===== src/rtl/ir_pkg.sv =====
// Shared event encoding and FSM states for the IR key-event block.
package ir_pkg;

  localparam int EV_W = 10;

  localparam logic [1:0] EV_DOWN = 2'b01;
  localparam logic [1:0] EV_UP   = 2'b10;
  localparam logic [1:0] EV_RPT  = 2'b11;

  typedef enum logic [1:0] {
    IDLE = 2'd0,
    HELD = 2'd1,
    PEND = 2'd2
  } state_t;

  function automatic logic [EV_W-1:0] mk_ev(input logic [1:0] typ, input logic [7:0] code);
    return {typ, code};
  endfunction

endpackage


===== src/rtl/ir_evt_fifo.sv =====
// Registered sync FIFO: a push shows on the head one cycle later; head reads 0 when empty.
// A push while full is dropped unless a pop happens in the same cycle.
module ir_evt_fifo
  import ir_pkg::*;
#(
  parameter int W     = EV_W,
  parameter int DEPTH = 8
) (
  input  logic         i_clk,
  input  logic         i_rst,
  input  logic         i_push,
  input  logic [W-1:0] i_push_dat,
  input  logic         i_pop,
  output logic         o_full,
  output logic         o_empty,
  output logic [W-1:0] o_head
);

  localparam int AW = $clog2(DEPTH);

  logic [W-1:0] r_mem [DEPTH];
  logic [AW:0]  r_wr;
  logic [AW:0]  r_rd;
  logic         w_do_push;
  logic         w_do_pop;

  // Extra pointer bit separates full from empty when the indices match.
  assign o_empty   = (r_wr == r_rd);
  assign o_full    = (r_wr[AW] != r_rd[AW]) && (r_wr[AW-1:0] == r_rd[AW-1:0]);
  assign w_do_pop  = i_pop && !o_empty;
  assign w_do_push = i_push && (!o_full || w_do_pop);
  assign o_head    = o_empty ? '0 : r_mem[r_rd[AW-1:0]];

  always_ff @(posedge i_clk) begin
    if (i_rst) begin
      r_wr <= '0;
      r_rd <= '0;
    end else begin
      if (w_do_push) r_wr <= r_wr + 1'b1;
      if (w_do_pop)  r_rd <= r_rd + 1'b1;
    end
  end

  always_ff @(posedge i_clk) begin
    if (w_do_push) r_mem[r_wr[AW-1:0]] <= i_push_dat;
  end

endmodule


===== src/rtl/ir_key_event.sv =====
// Turns NEC decoder pulses into queued DOWN/RPT/UP key events; DOWN is visible 1 cycle after data_en.
// Consumer pops with ev_valid&&ev_ready; pushes into a full queue are dropped and flagged on sticky ovf.
module ir_key_event
  import ir_pkg::*;
#(
  parameter int CLK_FREQ   = 50_000_000,
  parameter int RELEASE_MS = 150,
  parameter int RPT_DELAY  = 4,
  parameter int RPT_DIV    = 2,
  parameter int FIFO_DEPTH = 8
) (
  input  logic            sys_clk,
  input  logic            sys_rst,
  input  logic            data_en,
  input  logic [7:0]      data,
  input  logic            repeat_en,
  output logic            ev_valid,
  input  logic            ev_ready,
  output logic [EV_W-1:0] ev_data,
  output logic            key_held,
  output logic [7:0]      key_code,
  output logic            ovf,
  input  logic            ovf_clr
);

  localparam int TMO   = CLK_FREQ / 1000 * RELEASE_MS;
  localparam int TMR_W = $clog2(TMO + 1);
  localparam int REP_W = $clog2(RPT_DELAY + RPT_DIV) + 1;
  localparam int DIV_W = (RPT_DIV > 1) ? $clog2(RPT_DIV) : 1;

  localparam logic [TMR_W-1:0] TMO_LAST = TMR_W'(TMO - 1);
  localparam logic [REP_W-1:0] REP_SAT  = REP_W'(RPT_DELAY);
  localparam logic [DIV_W-1:0] DIV_LAST = DIV_W'(RPT_DIV - 1);

  state_t            r_state,     w_state_nxt;
  logic [TMR_W-1:0]  r_timer,     w_timer_nxt;
  logic [REP_W-1:0]  r_rep,       w_rep_nxt;
  logic [DIV_W-1:0]  r_div,       w_div_nxt;
  logic [7:0]        r_key_code,  w_key_code_nxt;
  logic [7:0]        r_pend_code, w_pend_code_nxt;
  logic              r_ovf;
  logic [REP_W-1:0]  w_rep_inc;
  logic              w_push;
  logic [EV_W-1:0]   w_push_dat;
  logic              w_full;
  logic              w_empty;
  logic              w_drop;

  assign w_rep_inc = r_rep + 1'b1;

  always_comb begin
    w_state_nxt     = r_state;
    w_timer_nxt     = r_timer;
    w_rep_nxt       = r_rep;
    w_div_nxt       = r_div;
    w_key_code_nxt  = r_key_code;
    w_pend_code_nxt = r_pend_code;
    w_push          = 1'b0;
    w_push_dat      = '0;
    case (r_state)
      IDLE: begin
        if (data_en) begin
          w_key_code_nxt = data;
          w_push         = 1'b1;
          w_push_dat     = mk_ev(EV_DOWN, data);
          w_state_nxt    = HELD;
          w_timer_nxt    = '0;
          w_rep_nxt      = '0;
          w_div_nxt      = '0;
        end
      end
      HELD: begin
        // A new frame wins over a coincident timeout: old key goes UP, new key pends.
        if (data_en) begin
          w_push          = 1'b1;
          w_push_dat      = mk_ev(EV_UP, r_key_code);
          w_pend_code_nxt = data;
          w_state_nxt     = PEND;
          w_timer_nxt     = '0;
        end else if (repeat_en) begin
          w_timer_nxt = '0;
          if (r_rep < REP_SAT) begin
            w_rep_nxt = w_rep_inc;
            if (w_rep_inc == REP_SAT) begin
              w_push     = 1'b1;
              w_push_dat = mk_ev(EV_RPT, r_key_code);
              w_div_nxt  = '0;
            end
          end else if (r_div == DIV_LAST) begin
            w_push     = 1'b1;
            w_push_dat = mk_ev(EV_RPT, r_key_code);
            w_div_nxt  = '0;
          end else begin
            w_div_nxt = r_div + 1'b1;
          end
        end else if (r_timer == TMO_LAST) begin
          w_push      = 1'b1;
          w_push_dat  = mk_ev(EV_UP, r_key_code);
          w_state_nxt = IDLE;
        end else begin
          w_timer_nxt = r_timer + 1'b1;
        end
      end
      PEND: begin
        w_push         = 1'b1;
        w_push_dat     = mk_ev(EV_DOWN, r_pend_code);
        w_key_code_nxt = r_pend_code;
        w_state_nxt    = HELD;
        w_timer_nxt    = '0;
        w_rep_nxt      = '0;
        w_div_nxt      = '0;
      end
      default: w_state_nxt = IDLE;
    endcase
  end

  assign w_drop = w_push && w_full && !ev_ready;

  always_ff @(posedge sys_clk) begin
    if (sys_rst) begin
      r_state     <= IDLE;
      r_timer     <= '0;
      r_rep       <= '0;
      r_div       <= '0;
      r_key_code  <= '0;
      r_pend_code <= '0;
      r_ovf       <= 1'b0;
    end else begin
      r_state     <= w_state_nxt;
      r_timer     <= w_timer_nxt;
      r_rep       <= w_rep_nxt;
      r_div       <= w_div_nxt;
      r_key_code  <= w_key_code_nxt;
      r_pend_code <= w_pend_code_nxt;
      if (w_drop)       r_ovf <= 1'b1;
      else if (ovf_clr) r_ovf <= 1'b0;
    end
  end

  ir_evt_fifo #(
    .W     (EV_W),
    .DEPTH (FIFO_DEPTH)
  ) u_fifo (
    .i_clk      (sys_clk),
    .i_rst      (sys_rst),
    .i_push     (w_push),
    .i_push_dat (w_push_dat),
    .i_pop      (ev_ready),
    .o_full     (w_full),
    .o_empty    (w_empty),
    .o_head     (ev_data)
  );

  assign ev_valid = !w_empty;
  assign key_held = (r_state != IDLE);
  assign key_code = r_key_code;
  assign ovf      = r_ovf;

endmodule

===== config.mk =====
export PLATFORM = sky130hd
export DESIGN_NAME = ir_key_event
export DESIGN_NICKNAME = d
export VERILOG_FILES = /design/src/rtl/ir_pkg.sv /design/src/rtl/ir_evt_fifo.sv /design/src/rtl/ir_key_event.sv
export SDC_FILE = /design/constraint.sdc
export NUM_CORES = 1
export LEC_CHECK = 0
export CAP_MARGIN = 10
export CORE_AREA = 4 4 84 164
export CTS_CLUSTER_DIAMETER = 50
export DETAILED_ROUTE_END_ITERATION = 8
export DIE_AREA = 0 0 88 168
export PLACE_DENSITY = 0.7
export RECOVER_POWER = 50
export SLEW_MARGIN = 10
export SYNTH_ARGS = -nofsm -noshare
export SYNTH_HDL_FRONTEND = slang
export SYNTH_SLANG_ARGS = --single-unit

===== constraint.sdc =====
create_clock -name sys_clk -period 3.89 [get_ports sys_clk]
set_clock_uncertainty 0.2 [all_clocks]
set_input_delay 0.389 -clock sys_clk [delete_from_list [all_inputs] [get_ports sys_clk]]
set_output_delay 0.389 -clock sys_clk [all_outputs]
set_load 0.02 [all_outputs]

# Yosys cells after proc, flatten, opt, wreduce, memory -nomap -nowiden
# Memory sizes are Yosys's and may differ from the RTL's. A register that Yosys moved wholly into a read port is not among the register bits.
# Index checks and enable logic that the tools add are counted.
totals:
  register_bits: 55
  mem_bits_rw: 80
  inputBits: 14
  output_inout_bits: 21
  wordCells: 98
  memories: 1
mem_list:
  columns: ["name", "words", "width", "read_ports", "rd_ports_with_merged_regs", "write_ports", "line_no", "source"]
  rows:
  - ["u_fifo.r_mem", 8, 10, 1, 1, 1, "ir_evt_fifo.sv:21", "logic [W-1:0] r_mem [DEPTH];"]
classes:
  addsub: 5
  n_lt_le_gt_ge: 1
  n_eq_ne: 15
  muxes: 47
  n_reduce_logical: 20
ops:
  columns: ["cell", "n"]
  rows:
  - ["two-way mux 23 bit", 4]
  - ["two-way mux 10 bit", 7]
  - ["case mux 23 bit (3 select lines)", 1]
  - ["case mux 10 bit (3 select lines)", 1]
  - ["adder 23 x 1 -> 23 bit (second input constant)", 1]
  - ["equality test 23 bit (second input constant)", 1]
  - ["two-way mux 1 bit", 17]
  - ["two-way mux 4 bit", 4]
  - ["case mux 8 bit (2 select lines)", 1]
  - ["adder 4 x 1 -> 4 bit (second input constant)", 3]
  - ["case mux 4 bit (3 select lines)", 1]
  - ["AND reduction 5 bit", 2]
  - ["two-way mux 9 bit", 1]
  - ["!= test 3 bit (second input constant)", 3]
  - ["two-way mux 2 bit", 4]
  - ["two-way mux 8 bit", 1]
  - ["!= test 2 bit (second input constant)", 4]
  - ["two-way mux 3 bit", 2]
  - ["case mux 1 bit (3 select lines)", 2]
  - ["case mux 2 bit (3 select lines)", 1]
  - ["AND reduction 3 bit", 2]
  - ["nonzero test 2 bit", 3]
  - ["logical AND 1 bit", 5]
  - ["equality test 4 x 3 -> 1 bit (second input constant)", 1]
  - ["other kinds (13)", 16]

# Longest topological paths before layout
depth:
  word_depth: 10
  depth_mapped: 8
  ltp_nobuf: 7

# Hierarchy
# Synthesis repeated with hierarchy kept, for this count alone.
unflattened:
  hier_cells: 499
  area_unflattened_um2: 6184.7
by_module_without_submodules:
  columns: ["module", "n_inst", "cells_each", "area_per_inst_um2", "seq_area_each_um2"]
  rows:
  - ["ir_evt_fifo", 1, 198, 3684.8, 2622.5]
  - ["ir_key_event", 1, 301, 2499.9, 940.9]

# Least setup slack after synthesis
# Ideal clock, no wire load.
synth_timing:
  path_kind: "flip-flop to flip-flop"
  from: "reg r_timer[0]"
  to: "mem u_fifo.r_mem[0][0] (netlist bit), enable pin"
  arrival_time_ns: 3.061
  t_required_ns: 3.286
  path_slack_ns: 0.225
  path_stages_with_launch: 8
  cell_sequence: "dfxtp_1 -> ha_1 -> nand4_1 -> or4_4 -> o311a_4 -> or2_0 -> buf_2 -> nor4_1"
synth_between:
  elab_chain_cells: 8
synth_lines:
  columns: ["element", "line_no", "source"]
  rows:
  - ["from (decl)", "ir_key_event.sv:36", "logic [TMR_W-1:0] r_timer, w_timer_nxt;"]
  - ["from (signal assigned)", "ir_key_event.sv:130", "r_timer <= w_timer_nxt;"]
  - ["equality test 23 bit", "ir_key_event.sv:96", "end else if (r_timer == TMO_LAST) begin"]
  - ["two-way mux 1 bit", "ir_key_event.sv:96", null]
  - ["two-way mux 1 bit", "ir_key_event.sv:80", "end else if (repeat_en) begin"]
  - ["two-way mux 1 bit", "ir_key_event.sv:74", "if (data_en) begin"]
  - ["case mux 1 bit (3 select lines)", "ir_key_event.sv:60", "case (r_state)"]
  - ["logical AND 1 bit", "ir_evt_fifo.sv:31", "assign w_do_push = i_push && (!o_full || w_do_pop);"]
  - ["two-way mux 1 bit", "ir_evt_fifo.sv:45", "if (w_do_push) r_mem[r_wr[AW-1:0]] <= i_push_dat;"]
  - ["two-way mux 1 bit (not written as such)", "ir_evt_fifo.sv:45", null]
  - ["to (decl)", "ir_evt_fifo.sv:21", null]
# No other way between the ends.

# Final worst setup path
layout_timing:
  from: "reg r_timer[0]"
  to: "mem u_fifo.r_mem[0][5] (netlist bit), data pin"
layout_between:
  elab_chain_cells: 5
layout_lines:
  columns: ["element", "line_no", "source"]
  rows:
  - ["equality test 23 bit", "ir_key_event.sv:96", null]
  - ["two-way mux 10 bit", "ir_key_event.sv:96", null]
  - ["two-way mux 10 bit", "ir_key_event.sv:80", null]
  - ["two-way mux 10 bit", "ir_key_event.sv:74", null]
  - ["case mux 10 bit (3 select lines)", "ir_key_event.sv:60", null]
  - ["via u_fifo.i_push_dat[5]", "ir_evt_fifo.sv:12", "input logic [W-1:0] i_push_dat,"]
# The timed path passes the listed nets, and every way through them passes these cells.

==> flow_summary.ini <==
[pwr]
leakage_uw = 0.00254
vdd_ir_drop_max_v = 0.000351
p_sw_share_pct = 27.1
internal_power_uw = 2770
p_switching_uw = 1030
combPwrFrac_pct = 15.5
finalPower_uw = 3800
clkPwrFrac_pct = 41.2
power_frac_seq_pct = 43.3
power-per-cell-area_nw_per_um2 = 527

[cells_and_area]
area_growth_pct = 18.0
nNetsFinal = 565
fin_cells = 710
final_layout_size_suffix_gt1_share_pct = 15.2
antenna-diode-count = 0
fill_cells = 1049
final_cell_area_um2 = 7220

[placed_design]
placed_area_um2 = 6700
hpwlAfterDp_mm = 10.6
placed_cells = 678
gp_congestion = 0.859
io_buffers = 34

[setup_path]
cp_slowest_cell = a31oi_2
worstSetupStartpointType = flop
end_kind = flop
r2r_cells = 6
worstPathCellList = ha_1, nand4_1, or4_1, or3_1, a31oi_2, a21o_1
startpoint = r_timer[0]
worstPathArrival_ns = 3.45
reg2reg_slack_ns = 0.43
worstSetupPathType = flop to flop
cp.required_ns = 3.88
r2r-start = r_timer[0]
cp_max_fo = 17
crit_path_max_incr_delay_ns = 0.79

[logic_synthesis]
syn_inst = 505
yosys_warnings = 0
yosysMostFrequentCell = edfxtp_1
synth_top_area_share_pct = 39.2
ys.flop_type = edfxtp_1
synth-seq-cells = 138
synth_nets = 523
ys_top_cells_by_count = edfxtp_1 (80), dfxtp_1 (58), nor2_1 (57)
netlist_area_um2 = 6120
ys_types = 55
syn_avg_cell_area_um2 = 12.1
async_flop_share_pct = 0
synthTopCellsByArea = edfxtp_1 (39%), dfxtp_1 (19%), mux4_2 (7.4%)
seq_area_frac_synth_pct = 58.2
yosysTopAreaCell = edfxtp_1
synth_edf_count = 80

[clocking]
cts_buffers = 17
clkTransAtPathRegs_ns = 0.06
cts_root_buf = clkbuf_16
post_cts_resize_count = 0
clk_path_buf_depth = 2
clock_sinks = 138
clk_latency_ns = 0.41
cts_setup_buffers = 0
cts_hold_buffers = 0
cts_tree = yes
h-tree-depth = 4

[timing]
tightest_slew_ns = 1.01
max_freq_mhz = 289
maxSlewHeadroom_pct = 32.4
final-setup-viol-count = 0
finalSetupTns_ns = 0
fin_hold_ws_ns = 0.280
report.final.slew_viol_count = 0
finalHoldViolCount = 0
period_minus_slack_ns = 3.46
rsz0062_at_grt = false
period_share_pct = 88.9

[floorplanning]
core_area_um2 = 12600
ios = 35
rows = 58
die_h_um = 168
initial_utilization_pct = 48.8
die_w_um = 88
dieArea_um2 = 14800

[drt]
drt_first_pass_iters = 4
drt.antenna.violating_nets = 0
drt_iter0_markers = 282
drc_errors = 0
vias = 4163
viasPerCell = 5.86
routed_wirelength_mm = 14.7
routedWlPerCell_um = 20.7

[run_status]
status = complete, no violations

[grt]
grt_pass1_vias = 4376
grt_max_degree = 38
grt_pass1_wl_mm = 23.2
grt_usage_pct = 21.1
grt_overflow = 0
antenna_found_initial = 0

[hold_path]
hold_path.class = flop to flop
whs_path_depth = 2
worstHoldStart = r_pend_code[0]

[run]
drv_cap = 0
==> per-layer routing <==
metal	track usage (%)	up-vias	routed length, um
met5	0	-	0
met4	7.75	0	329
met3	3.33	22	373
met2	41.7	96	9140
met1	20.8	2068	4840
li1	-	1977	-
==> sequential cells by signal (all words and copies together) (netlist names), named ones only <==
name	count
u_fifo.r_wr	4
r_div	1
ovf	1
u_fifo.r_rd	4
r_timer	23
u_fifo.r_mem	80
r_rep	4
r_state	2
r_pend_code	8
key_code	8
==> critical path, delay by kind of cell (launching register included) <==
kind	cells	cell delay, ns
flip-flops	1	0.40
adder cells (fa/ha/maj)	1	0.24
AO/OA/AOI/OAI	2	1.21
AND/OR/NAND/NOR	3	1.17
==> final cells by class <==
type	count	area (um2)	share of cell area, %
flip-flops and latches	138	3560	49.3
clock inverters	14	153	2.11
clock buffers	18	429	5.94
multi-input cells	324	2380	33.0
inverters	14	52.6	0.728
repair buffers	52	457	6.32
well taps	150	188	2.60
==> power groups by stage <==
stage          clock, uW  combinational, uW  sequential [uW]
2_1_floorplan          0                385             1660
3_3_place_gp           0                603             1670
3_5_place_dp           0                612             1680
4_1_cts             1590                616             1650
5_1_grt             1670                647             1650
6_report            1570                591             1650
==> metrics by stage <==
stage          util [%]  setup slack, ns
5_1_grt            57.5            0.250
2_1_floorplan         -            0.225
3_3_place_gp       53.3            0.730
3_5_place_dp       53.3            0.677
4_1_cts            58.0            0.588
6_report           57.5            0.433
==> worst paths after layout <==
path,end
setup / recovery,u_fifo.r_mem[0][5]
hold reg to reg,r_pend_code[0]
hold / removal,r_pend_code[0]
setup reg to reg,u_fifo.r_mem[0][5]
==> cells in the final DEF, fill, tap and decap left out, types with 10 or more instances in the layout <==
cell             count
a21oi_1             34
buf_4               13
clkbuf_16           17
clkdlybuf4s50_1     24
dfxtp_1             58
dlygate4sd3_1       10
edfxtp_1            80
inv_1               14
mux2i_1             14
mux4_2              20
nand2_1             31
nand3_1             23
nor2_1              57
xor2_1              13
==> cell families after synthesis <==
logic type,count (synthesis),share of synthesized area (%)
compound gates,89,10.7
xor+xnor,20,2.86
fa+ha+maj,4,0.818
buf+inv,43,2.68
flops,138,58.2
mux,36,10.0
simple gates,175,14.7
(Power assumes the default switching activity.)
